===== config.mk =====
export PLATFORM = sky130hd
export DESIGN_NAME = key_press_gen
export DESIGN_NICKNAME = d
export VERILOG_FILES = /design/src/rtl/key_press_gen.sv
export SDC_FILE = /design/constraint.sdc
export NUM_CORES = 1
export LEC_CHECK = 0
export ABC_AREA = 1
export CAP_MARGIN = 40
export CORE_MARGIN = 4
export CORE_UTILIZATION = 59
export DETAILED_ROUTE_END_ITERATION = 12
export DONT_BUFFER_PORTS = 1
export GPL_ROUTABILITY_DRIVEN = 0
export HOLD_SLACK_MARGIN = 0.03
export PLACE_DENSITY = 0.72
export SLEW_MARGIN = 15
export SYNTH_ARGS = -nofsm -noshare
export SYNTH_HDL_FRONTEND = slang
export SYNTH_SLANG_ARGS = --single-unit

===== constraint.sdc =====
create_clock -name clock -period 1.6 [get_ports clock]
set_input_delay 0.48 -clock clock [delete_from_list [all_inputs] [get_ports clock]]
set_output_delay 0.48 -clock clock [all_outputs]
set_load 0.005 [all_outputs]

===== src/rtl/key_press_gen.sv =====
// key_press_gen: emulates an active-low pushbutton from one-cycle request strobes.
// Each accepted request gives PRESS_CYCLES low cycles followed by GAP_CYCLES high
// cycles. Optional feature macro: PRESS_QUEUE_EN adds a saturating pending-request
// counter so requests arriving while busy are replayed back-to-back.
module key_press_gen #(
  parameter int PRESS_CYCLES = 4,
  parameter int GAP_CYCLES   = 4,
  parameter int CNT_W        = 8,
  parameter int QDEPTH_W     = 3
) (
  input  logic                clock,
  input  logic                reset,
  input  logic                trigger,
  output logic                key_out,
  output logic                busy,
  output logic                done,
  output logic [QDEPTH_W-1:0] pending,
  output logic                dropped
);

  typedef enum logic [1:0] {
    IDLE  = 2'd0,
    PRESS = 2'd1,
    GAP   = 2'd2
  } state_t;

  localparam logic [CNT_W-1:0] PRESS_LOAD = CNT_W'(PRESS_CYCLES - 1);
  localparam logic [CNT_W-1:0] GAP_LOAD   = CNT_W'(GAP_CYCLES - 1);
  localparam logic [CNT_W-1:0] CNT_ZERO   = {CNT_W{1'b0}};
  localparam logic [CNT_W-1:0] CNT_ONE    = CNT_W'(1);

  state_t           state;
  logic [CNT_W-1:0] cnt;
  logic             in_busy;
  logic             gap_last;
  logic             restart;
  logic             drop_req;

  // Moore decode of the outputs straight from the state and counter registers
  always_comb begin
    in_busy  = (state == PRESS) || (state == GAP);
    gap_last = (state == GAP) && (cnt == CNT_ZERO);
    key_out  = (state != PRESS);
    busy     = in_busy;
    done     = gap_last;
  end

`ifdef PRESS_QUEUE_EN
  localparam logic [QDEPTH_W-1:0] Q_MAX  = {QDEPTH_W{1'b1}};
  localparam logic [QDEPTH_W-1:0] Q_ZERO = {QDEPTH_W{1'b0}};
  localparam logic [QDEPTH_W-1:0] Q_ONE  = QDEPTH_W'(1);

  logic [QDEPTH_W-1:0] pend;

  // On the last gap cycle a fresh trigger or a queued request starts the next press
  // immediately; a trigger there cancels against the dequeue, so it is never a drop.
  always_comb begin
    restart  = gap_last && (trigger || (pend != Q_ZERO));
    drop_req = trigger && in_busy && !gap_last && (pend == Q_MAX);
  end

  // Pending-request counter: enqueue while busy, dequeue on restart, saturate at max
  always_ff @(posedge clock or posedge reset) begin
    if (reset) begin
      pend <= Q_ZERO;
    end else if (gap_last) begin
      if (!trigger && (pend != Q_ZERO)) begin
        pend <= pend - Q_ONE;
      end else begin
        pend <= pend;
      end
    end else if (trigger && in_busy && (pend != Q_MAX)) begin
      pend <= pend + Q_ONE;
    end else begin
      pend <= pend;
    end
  end

  assign pending = pend;
`else
  // Without the queue every request made while busy is discarded
  always_comb begin
    restart  = 1'b0;
    drop_req = trigger && in_busy;
  end

  assign pending = {QDEPTH_W{1'b0}};
`endif

  // Main press/gap sequencer with registered drop flag
  always_ff @(posedge clock or posedge reset) begin
    if (reset) begin
      state   <= IDLE;
      cnt     <= CNT_ZERO;
      dropped <= 1'b0;
    end else begin
      dropped <= drop_req;
      case (state)
        IDLE: begin
          if (trigger) begin
            state <= PRESS;
            cnt   <= PRESS_LOAD;
          end else begin
            state <= IDLE;
            cnt   <= cnt;
          end
        end
        PRESS: begin
          if (cnt == CNT_ZERO) begin
            state <= GAP;
            cnt   <= GAP_LOAD;
          end else begin
            state <= PRESS;
            cnt   <= cnt - CNT_ONE;
          end
        end
        GAP: begin
          if (cnt != CNT_ZERO) begin
            state <= GAP;
            cnt   <= cnt - CNT_ONE;
          end else if (restart) begin
            state <= PRESS;
            cnt   <= PRESS_LOAD;
          end else begin
            state <= IDLE;
            cnt   <= CNT_ZERO;
          end
        end
        default: begin
          state <= IDLE;
          cnt   <= CNT_ZERO;
        end
      endcase
    end
  end

endmodule


==> results.sh, run 1 <==
export IMPL_postLayoutCoreUtil_pct=76.7
export IMPL_dp_cells=113
export IMPL_cts_buffer_depth=2
export IMPL_max_cap_violations=0
export IMPL_ys_warn_count=0
export IMPL_cts_clk_slew_worst_paths_ns=0.07
export IMPL_seqCellArea_um2=275
export IMPL_power_internal_mw=1.08
export IMPL_slew_viol_final=0
export IMPL_clk_latency_ns=0.26
export IMPL_violations="setup timing"
export IMPL_drt_wl_total_um=1640
export IMPL_firstDrtPassIters=4
export IMPL_synth_cell_type_count=23
export IMPL_htree_levels=1
export IMPL_cp_required_ns=1.12
export IMPL_fin_tns_setup_ns=-0.0567
export IMPL_postCtsHoldBufs=0
export IMPL_nFillCells=82
export IMPL_port_buffers=0
export IMPL_grt_use_total_pct=19.7
export IMPL_num_vias=636
export IMPL_dieArea_mm2=0.00195
export IMPL_finalNonFillerCells=124
export IMPL_synthTopCellsByArea="dfrtp_1 36%, ha_1 9.7%, nand2_1 9.2%"
export IMPL_drc=0
export IMPL_power_density_mw_per_mm2=2340
export IMPL_endpoint_kind="primary output"
export IMPL_route_antenna_remaining_nets=0
export IMPL_multi_input_area_um2=434
export IMPL_period_share_pct=104
export IMPL_root_buffer="clkbuf_4"
export IMPL_synth_common_cells="19 x nand2_1, 13 x inv_1, 11 x dfrtp_1, 10 x nor2_1, 6 x ha_1"
export IMPL_place_ws_ns=0.0541
export IMPL_ir_worst_vdd_mv=1.21
export IMPL_cts_sink_count=11
export IMPL_critPathMaxFanout=2
export IMPL_num_nets_final=120
export IMPL_synth_top_flop_cell="dfrtp_1"
export IMPL_cts_buffers=3
export IMPL_synth_area_per_cell_um2=7.96
export IMPL_leakagePower_nw=0.467
export IMPL_rows=12
export IMPL_combPwrFrac_pct=67.7
export IMPL_grt_pass1_wl_um=2780
export IMPL_vias_per_cell=5.13
export IMPL_p_clk_share_pct=8.9
export IMPL_grt_antenna_before_repair=0
export IMPL_post_dp_cell_area_um2=797
export IMPL_hold_viol=0
export IMPL_timing_worst_setup_path_type="reg -> out"
export IMPL_wire_per_inst_um=13.2
export IMPL_holdWs_ns=0.0925
export IMPL_p_total_mw=2.10
export IMPL_yosys_area_top_type="dfrtp_1"
export IMPL_pin_count=10
export IMPL_crit_arrival_ns=1.18
export IMPL_coreArea_mm2=0.00117
export IMPL_seqPwrFrac_pct=23.4
export IMPL_finClkSkew_ns=0.00506
export IMPL_initialDrtViolationCount=21
export IMPL_initial_core_util_pct=65.9
export IMPL_async_flop_share_pct=100
export IMPL_drive_gt1_share_pct=31.8
export IMPL_cp_start_kind="register"
export IMPL_max_freq_mhz=604
export IMPL_die_y_um=44.2
export IMPL_die_w_um=44.2
export IMPL_overflow=0
export IMPL_post_route_min_period_ns=1.66
export IMPL_hpwl_um=1120
export IMPL_setup_ws_ns=-0.0567
export IMPL_synth_edff_count=0
export IMPL_setup_violations=1
export IMPL_hold_class="in -> async"
export IMPL_grt_max_degree=12
export IMPL_design_area_um2=898
export IMPL_synth_most_common_cell="nand2_1"
export IMPL_cts_tree="built"
export IMPL_ys_seq_area_share_pct=35.7
export IMPL_p_sw_share_pct=48.7
export IMPL_grt_pass1_vias=605
export IMPL_syn_inst=97
export IMPL_ys_ff_latch=11
export IMPL_syn2layout_area_growth_pct=16.4
export IMPL_p_sw_mw=1.02
export IMPL_synthDominantCellAreaShare_pct=35.7
export IMPL_rsz0062_at_grt="yes"
export IMPL_syn_area_um2=772
export IMPL_diodes=0
export IMPL_status="finished, violations left"
## routing by layer
layer	global-route usage [%]	wire [um]	vias up
met5	0	0	-
met1	26.9	768	297
li1	-	-	311
met4	5.42	9	0
met3	3.66	87	2
met2	31.7	776	26
## power by group through the flow
stage               clock network [mW]  logic, mW  registers, mW
finish                           0.187       1.42          0.492
global route                     0.209       1.56          0.505
CTS                              0.194       1.35          0.489
detailed placement                   0       1.15          0.495
global placement                     0       1.13          0.490
floorplan                            0      0.927          0.483
## worst max-delay path, cell delays in order, from the launching register on
cell	delay (ns)
dfrtp_1	0.40
clkinv_2	0.07
ha_4	0.14
nand2_4	0.05
nor2_4	0.11
inv_2	0.04
nor2_2	0.09
## state kept, by name, indices dropped and copies added, names as in the netlist
register / cells
cnt: 8
dropped: 1
state: 2
## kinds of logic after synthesis
logic type | count (synthesis) | share of synthesized area (%)
simple gates | 48 | 33.6
buf+inv | 21 | 11.7
flops | 11 | 35.7
compound gates | 6 | 4.37
fa+ha+maj | 6 | 9.72
xor+xnor | 4 | 4.54
other cells | 1 | 0.486
## cell type report
class,count,share of cell area [%]
flip-flops and latches,11,30.6
repair buffers,10,8.36
multi-input cells,67,48.3
inverters,18,7.80
well taps,14,1.95
clock buffers,4,2.92
## timing repair
item                                    4_1_cts  5_1_grt
resized for setup                             7        0
pin swaps                                     4        3
endpoints found under the setup margin        1        1
setup buffers                                 6        1
## final timing paths
check                                        start                 end  slack, ns  cells past startpoint
worst max-delay path            cnt[0]$_DFFE_PP0P_                done      -0.06                      6
worst max register to register  state[0]$_DFF_PP0_  cnt[4]$_DFFE_PP0P_       0.15                      9
worst min-delay path                         reset   dropped$_DFF_PP0_       0.09                      1
worst min register to register  cnt[1]$_DFFE_PP0P_  cnt[1]$_DFFE_PP0P_       0.53                      2
min in group clock                         trigger   dropped$_DFF_PP0_       0.33                      2
max in group asynchronous                    reset  cnt[2]$_DFFE_PP0P_       1.20                      1
## placed cells by master (no fill, tap or decap)
master	Yosys	final
nand2_1	19	19
xnor2_1	1	1
nand3_2	2	2
clkbuf_1	0	1
nand2_4	0	1
clkbuf_4	0	3
nor3_4	1	1
o21ai_0	1	1
ha_1	6	5
xor2_1	3	3
nand4_1	1	1
clkinv_2	0	2
nand2_2	3	2
nor3_1	1	1
nor2_2	3	4
o21ai_1	3	3
inv_1	13	12
a21oi_1	1	1
a21oi_2	1	1
nand3_1	4	4
conb_1	1	3
inv_2	3	4
nor2_1	10	9
nor2_4	4	4
dfrtp_1	11	11
buf_4	3	10
ha_4	0	1
Note: power is estimated with default switching activity, not from simulation.
==> run 2: changes to the inputs <==
--- a/config.mk
+++ b/config.mk
@@ -7,13 +7,15 @@
 export LEC_CHECK = 0
 export ABC_AREA = 1
 export CAP_MARGIN = 40
-export CORE_MARGIN = 4
-export CORE_UTILIZATION = 59
+export CORE_AREA = 4 4 41 43
+export CTS_BUF_LIST = sky130_fd_sc_hd__clkbuf_4 sky130_fd_sc_hd__clkbuf_8
 export DETAILED_ROUTE_END_ITERATION = 12
+export DIE_AREA = 0 0 45 47
 export DONT_BUFFER_PORTS = 1
 export GPL_ROUTABILITY_DRIVEN = 0
 export HOLD_SLACK_MARGIN = 0.03
-export PLACE_DENSITY = 0.72
+export PLACE_DENSITY = 0.71
+export RECOVER_POWER = 100
 export SLEW_MARGIN = 15
 export SYNTH_ARGS = -nofsm -noshare
 export SYNTH_HDL_FRONTEND = slang
==> results.sh, run 2 (same netlist as run 1, synthesis figures left out) <==
export IMPL_drt_wl_total_um=1450
export IMPL_fin_tns_setup_ns=-0.0700
export IMPL_syn2layout_area_growth_pct=16.9
export IMPL_initial_core_util_pct=59.3
export IMPL_power_density_mw_per_mm2=2270
export IMPL_max_cap_violations=0
export IMPL_rsz0062_at_grt="yes"
export IMPL_cts_buffers=3
export IMPL_finClkSkew_ns=0.00451
export IMPL_die_w_um=45
export IMPL_ir_worst_vdd_mv=1.18
export IMPL_firstDrtPassIters=4
export IMPL_post_route_min_period_ns=1.66
export IMPL_cts_buffer_depth=2
export IMPL_vias_per_cell=4.88
export IMPL_grt_use_total_pct=16.7
export IMPL_route_antenna_remaining_nets=0
export IMPL_drive_gt1_share_pct=35.1
export IMPL_cp_required_ns=1.12
export IMPL_crit_arrival_ns=1.18
export IMPL_endpoint_kind="primary output"
export IMPL_period_share_pct=104
export IMPL_violations="setup timing"
export IMPL_cts_tree="built"
export IMPL_reg_largest_list="cnt: 8 flops, state: 2 flops, dropped: 1 flops"
export IMPL_die_y_um=47
export IMPL_finalNonFillerCells=126
export IMPL_dieArea_mm2=0.00212
export IMPL_dp_cells=112
export IMPL_layout_cells_most_common="nand2_1"
export IMPL_cp_start_kind="register"
export IMPL_clk_latency_ns=0.26
export IMPL_p_total_mw=2.05
export IMPL_status="finished, violations left"
export IMPL_r2r_end="cnt[4]$_DFFE_PP0P_"
export IMPL_root_buffer="clkbuf_4"
export IMPL_most_common_layout_cells="19 x nand2_1, 11 x inv_1, 11 x dfrtp_1, 11 x buf_4, 9 x nor2_1"
export IMPL_r2r_cells=9
export IMPL_htree_levels=1
export IMPL_coreArea_mm2=0.00130
export IMPL_postLayoutCoreUtil_pct=69.3
export IMPL_timing_worst_setup_path_type="reg -> out"
export IMPL_slew_viol_final=0
export IMPL_num_vias=615
export IMPL_grt_pass1_wl_um=2550
export IMPL_diodes=0
export IMPL_grt_max_degree=12
export IMPL_rows=13
export IMPL_setup_violations=2
export IMPL_leakagePower_nw=0.473
export IMPL_port_buffers=0
export IMPL_hold_viol=0
export IMPL_grt_antenna_before_repair=0
export IMPL_cts_clk_slew_worst_paths_ns=0.07
export IMPL_drc=0
export IMPL_ff2ff_setup_slack_ns=-0.01
export IMPL_cts_sink_count=11
export IMPL_grt_pass1_vias=597
export IMPL_num_nets_final=121
export IMPL_largest_register="cnt"
export IMPL_r2r_start="state[0]$_DFF_PP0_"
export IMPL_wire_per_inst_um=11.5
export IMPL_setup_ws_ns=-0.0603
export IMPL_largest_register_ffs=8
export IMPL_max_freq_mhz=602
export IMPL_hold_class="in -> async"
export IMPL_critPathMaxFanout=3
export IMPL_place_ws_ns=0.0612
export IMPL_overflow=0
export IMPL_pin_count=10
export IMPL_initialDrtViolationCount=8
export IMPL_hpwl_um=1030
## run 2: cell count changes in the layout (fill, tap and decap cells not counted), sizes merged
cell	change
buf	+1
## run 2: how the worst max path moves through the flow
stage | end | from
final | done | cnt[0]$_DFFE_PP0P_
after global routing | done | cnt[0]$_DFFE_PP0P_
after CTS | done | cnt[0]$_DFFE_PP0P_
after detailed placement | done | cnt[1]$_DFFE_PP0P_
after global placement | done | cnt[1]$_DFFE_PP0P_
after floorplan | done | cnt[0]$_DFFE_PP0P_
## run 2: layer usage
metal  vias up  GRT usage, %  share of wire [%]
met4         0          5.26               0.83
met2        16          26.0                 45
met1       280          23.1                 49
met5         -             0                  0
met3         4          3.83                4.8
li1        315             -                  -
## run 2: report_power, final
group          total (mW)  switching (mW)  internal (mW)
clock               0.202          0.0892          0.113
sequential          0.491          0.0917          0.399
combinational        1.35           0.782          0.572
## run 2: metrics by stage
stage | hold slack (ns) | cell area [um2]
final | 0.0856 | 902
after global routing | 0.107 | 902
after CTS | 0.102 | 888
after detailed placement | 0.386 | 783
after global placement | 0.381 | 783
after floorplan | 0.332 | 779
## run 2: cell type report
cell class	instances	area, um2
multi-input combinational	67	425
fill	101	399
sequential	11	275
timing repair buffer	11	82.6
inverter	18	70.1
clock buffer	4	30.0
tap	15	18.8
## run 2: timing repair
action / in CTS / in global routing
pin swaps: 5 / 1
hold buffers: 0 / 0
resized for setup: 7 / 2
setup buffers: 7 / 3
endpoints found under the setup margin: 1 / 5
gates cloned: 0 / 0
## run 2: worst max-delay path, cell delays in order (launching register included)
cell and delay (ns):
dfrtp_1 0.41, clkinv_2 0.08, ha_4 0.14, nand2_4 0.06
nor2_4 0.10, inv_2 0.05, nor2_2 0.09
==> run 3: changes to the inputs <==
--- a/config.mk
+++ b/config.mk
@@ -6,15 +6,14 @@
 export NUM_CORES = 1
 export LEC_CHECK = 0
 export ABC_AREA = 1
+export BUFFER_PORTS_ARGS = -buffer_cell sky130_fd_sc_hd__buf_2
 export CAP_MARGIN = 40
-export CORE_AREA = 4 4 41 43
-export CTS_BUF_LIST = sky130_fd_sc_hd__clkbuf_4 sky130_fd_sc_hd__clkbuf_8
+export CORE_MARGIN = 4
+export CORE_UTILIZATION = 55
 export DETAILED_ROUTE_END_ITERATION = 12
-export DIE_AREA = 0 0 45 47
-export DONT_BUFFER_PORTS = 1
 export GPL_ROUTABILITY_DRIVEN = 0
 export HOLD_SLACK_MARGIN = 0.03
-export PLACE_DENSITY = 0.71
+export PLACE_DENSITY = 0.73
 export RECOVER_POWER = 100
 export SLEW_MARGIN = 15
 export SYNTH_ARGS = -nofsm -noshare
==> results.sh, run 3 (same netlist as run 1, synthesis figures left out) <==
export IMPL_endpoint_kind="primary output"
export IMPL_grt_max_degree=12
export IMPL_setup_violations=2
export IMPL_die_y_um=45.5
export IMPL_reg_largest_list="cnt: 8 flops, state: 2 flops, dropped: 1 flops"
export IMPL_coreArea_mm2=0.00132
export IMPL_post_dp_cell_area_um2=836
export IMPL_slew_viol_final=0
export IMPL_fin_tns_setup_ns=-0.212
export IMPL_firstDrtPassIters=4
export IMPL_cts_tree="built"
export IMPL_wl_met2_um=709
export IMPL_critPathMaxFanout=3
export IMPL_r2r_start="state[0]$_DFF_PP0_"
export IMPL_largest_register="cnt"
export IMPL_clk_latency_ns=0.26
export IMPL_initialDrtViolationCount=21
export IMPL_maxUsedRoutingLayer="met4"
export IMPL_hold_class="in -> async"
export IMPL_hpwl_um=1090
export IMPL_max_freq_mhz=570
export IMPL_period_share_pct=110
export IMPL_diodes=0
export IMPL_critPathMaxStageDelay_ns=0.39
export IMPL_cts_sink_count=11
export IMPL_violations="setup timing"
export IMPL_drive_gt1_share_pct=37.8
export IMPL_layout_cells_most_common="nand2_1"
export IMPL_pin_count=10
export IMPL_root_buffer="clkbuf_4"
export IMPL_wl_met3_um=27
export IMPL_timing_worst_setup_path_type="reg -> out"
export IMPL_leakagePower_nw=0.506
export IMPL_most_common_layout_cells="19 x nand2_1, 13 x buf_4, 11 x inv_1, 11 x dfrtp_1, 10 x nor2_1"
export IMPL_htree_levels=1
export IMPL_cp_required_ns=1.12
export IMPL_r2r_end="cnt[1]$_DFFE_PP0P_"
export IMPL_hold_viol=0
export IMPL_port_buffers=6
export IMPL_cpMaxStageDelayCell="dfrtp_1"
export IMPL_overflow=0
export IMPL_design_area_um2=968
export IMPL_max_cap_violations=0
export IMPL_cts_clk_slew_worst_paths_ns=0.07
export IMPL_grt_pass1_wl_um=2730
export IMPL_vias_per_cell=4.84
export IMPL_r2r_cells=9
export IMPL_die_w_um=45.5
export IMPL_rsz0062_at_grt="yes"
export IMPL_cts_buffers=3
export IMPL_ff2ff_setup_slack_ns=0.02
export IMPL_wire_per_inst_um=11.5
export IMPL_num_nets_final=129
export IMPL_ir_worst_vdd_mv=1.14
export IMPL_grt_antenna_before_repair=0
export IMPL_cp_start_kind="register"
export IMPL_largest_register_ffs=8
export IMPL_finClkSkew_ns=0.00458
export IMPL_route_antenna_remaining_nets=0
export IMPL_crit_chain="clkinv_2 > ha_4 > nand2_4 > nor2_4 > inv_2 > nor2_1 > buf_2"
export IMPL_initial_core_util_pct=58.6
export IMPL_dieArea_mm2=0.00207
export IMPL_rows=13
export IMPL_crit_arrival_ns=1.27
export IMPL_p_total_mw=2.20
export IMPL_syn2layout_area_growth_pct=25.4
export IMPL_cts_buffer_depth=2
export IMPL_setup_ws_ns=-0.154
export IMPL_wl_met1_um=771
export IMPL_grt_pass1_vias=634
export IMPL_drt_wl_total_um=1540
export IMPL_drc=0
export IMPL_post_route_min_period_ns=1.75
export IMPL_status="finished, violations left"
export IMPL_power_density_mw_per_mm2=2270
export IMPL_num_vias=649
export IMPL_grt_use_total_pct=18.7
-- run 3: cell type report --
type / instances / area (um2)
repair buffers: 19 / 133
inverters: 18 / 68.8
flip-flops and latches: 11 / 275
multi-input cells: 67 / 447
well taps: 15 / 18.8
clock buffers: 4 / 26.3
fillers: 106 / 349
-- run 3: critical path: cells and delay by family (launching register included) --
kind                     cells  cell delay (ns)
flip-flops                   1             0.39
buffers and inverters        3             0.24
AND/OR/NAND/NOR              3             0.23
adder cells (fa/ha/maj)      1             0.15
-- run 3: how the worst max path moves through the flow --
stage,from,to,slack [ns]
CTS,cnt[1]$_DFFE_PP0P_,done,-0.14
global placement,cnt[0]$_DFFE_PP0P_,done,0.1
floorplan,cnt[0]$_DFFE_PP0P_,done,0.11
finish,cnt[1]$_DFFE_PP0P_,done,-0.15
global route,cnt[0]$_DFFE_PP0P_,done,-0.23
detailed placement,cnt[0]$_DFFE_PP0P_,done,0.06
-- run 3: metrics by stage --
| step | std cells | utilization (%) | hold WS, ns | setup WS, ns |
|---|---|---|---|---|
| floorplan | 99 | - | 0.332 | 0.114 |
| global placement | 121 | 63.4 | 0.473 | 0.100 |
| detailed placement | 121 | 63.4 | 0.476 | 0.0553 |
| CTS | 134 | 74.1 | 0.202 | -0.140 |
| global route | 134 | 73.5 | 0.223 | -0.227 |
| finish | 134 | 73.5 | 0.195 | -0.154 |
-- run 3: what timing repair did --
item | in CTS | in global routing
cloned | 0 | 0
endpoints found under the setup margin | 3 | 3
resized for setup | 11 | 2
pin swaps | 7 | 1
setup buffers | 9 | 0
hold buffers | 0 | 0
-- run 3: per-layer routing --
layer  vias to the layer above  global-route usage, %
met3                         4                   1.19
met4                         0                   10.5
li1                        332                      -
met2                         9                   28.4
met5                         -                      0
met1                       304                   26.1
-- run 3: power breakdown --
part           switching [mW]  total [mW]  internal (mW)
Combinational           0.857        1.54          0.683
Clock                  0.0812       0.177         0.0962
Sequential             0.0822       0.482          0.399
Total                    1.02        2.20           1.18
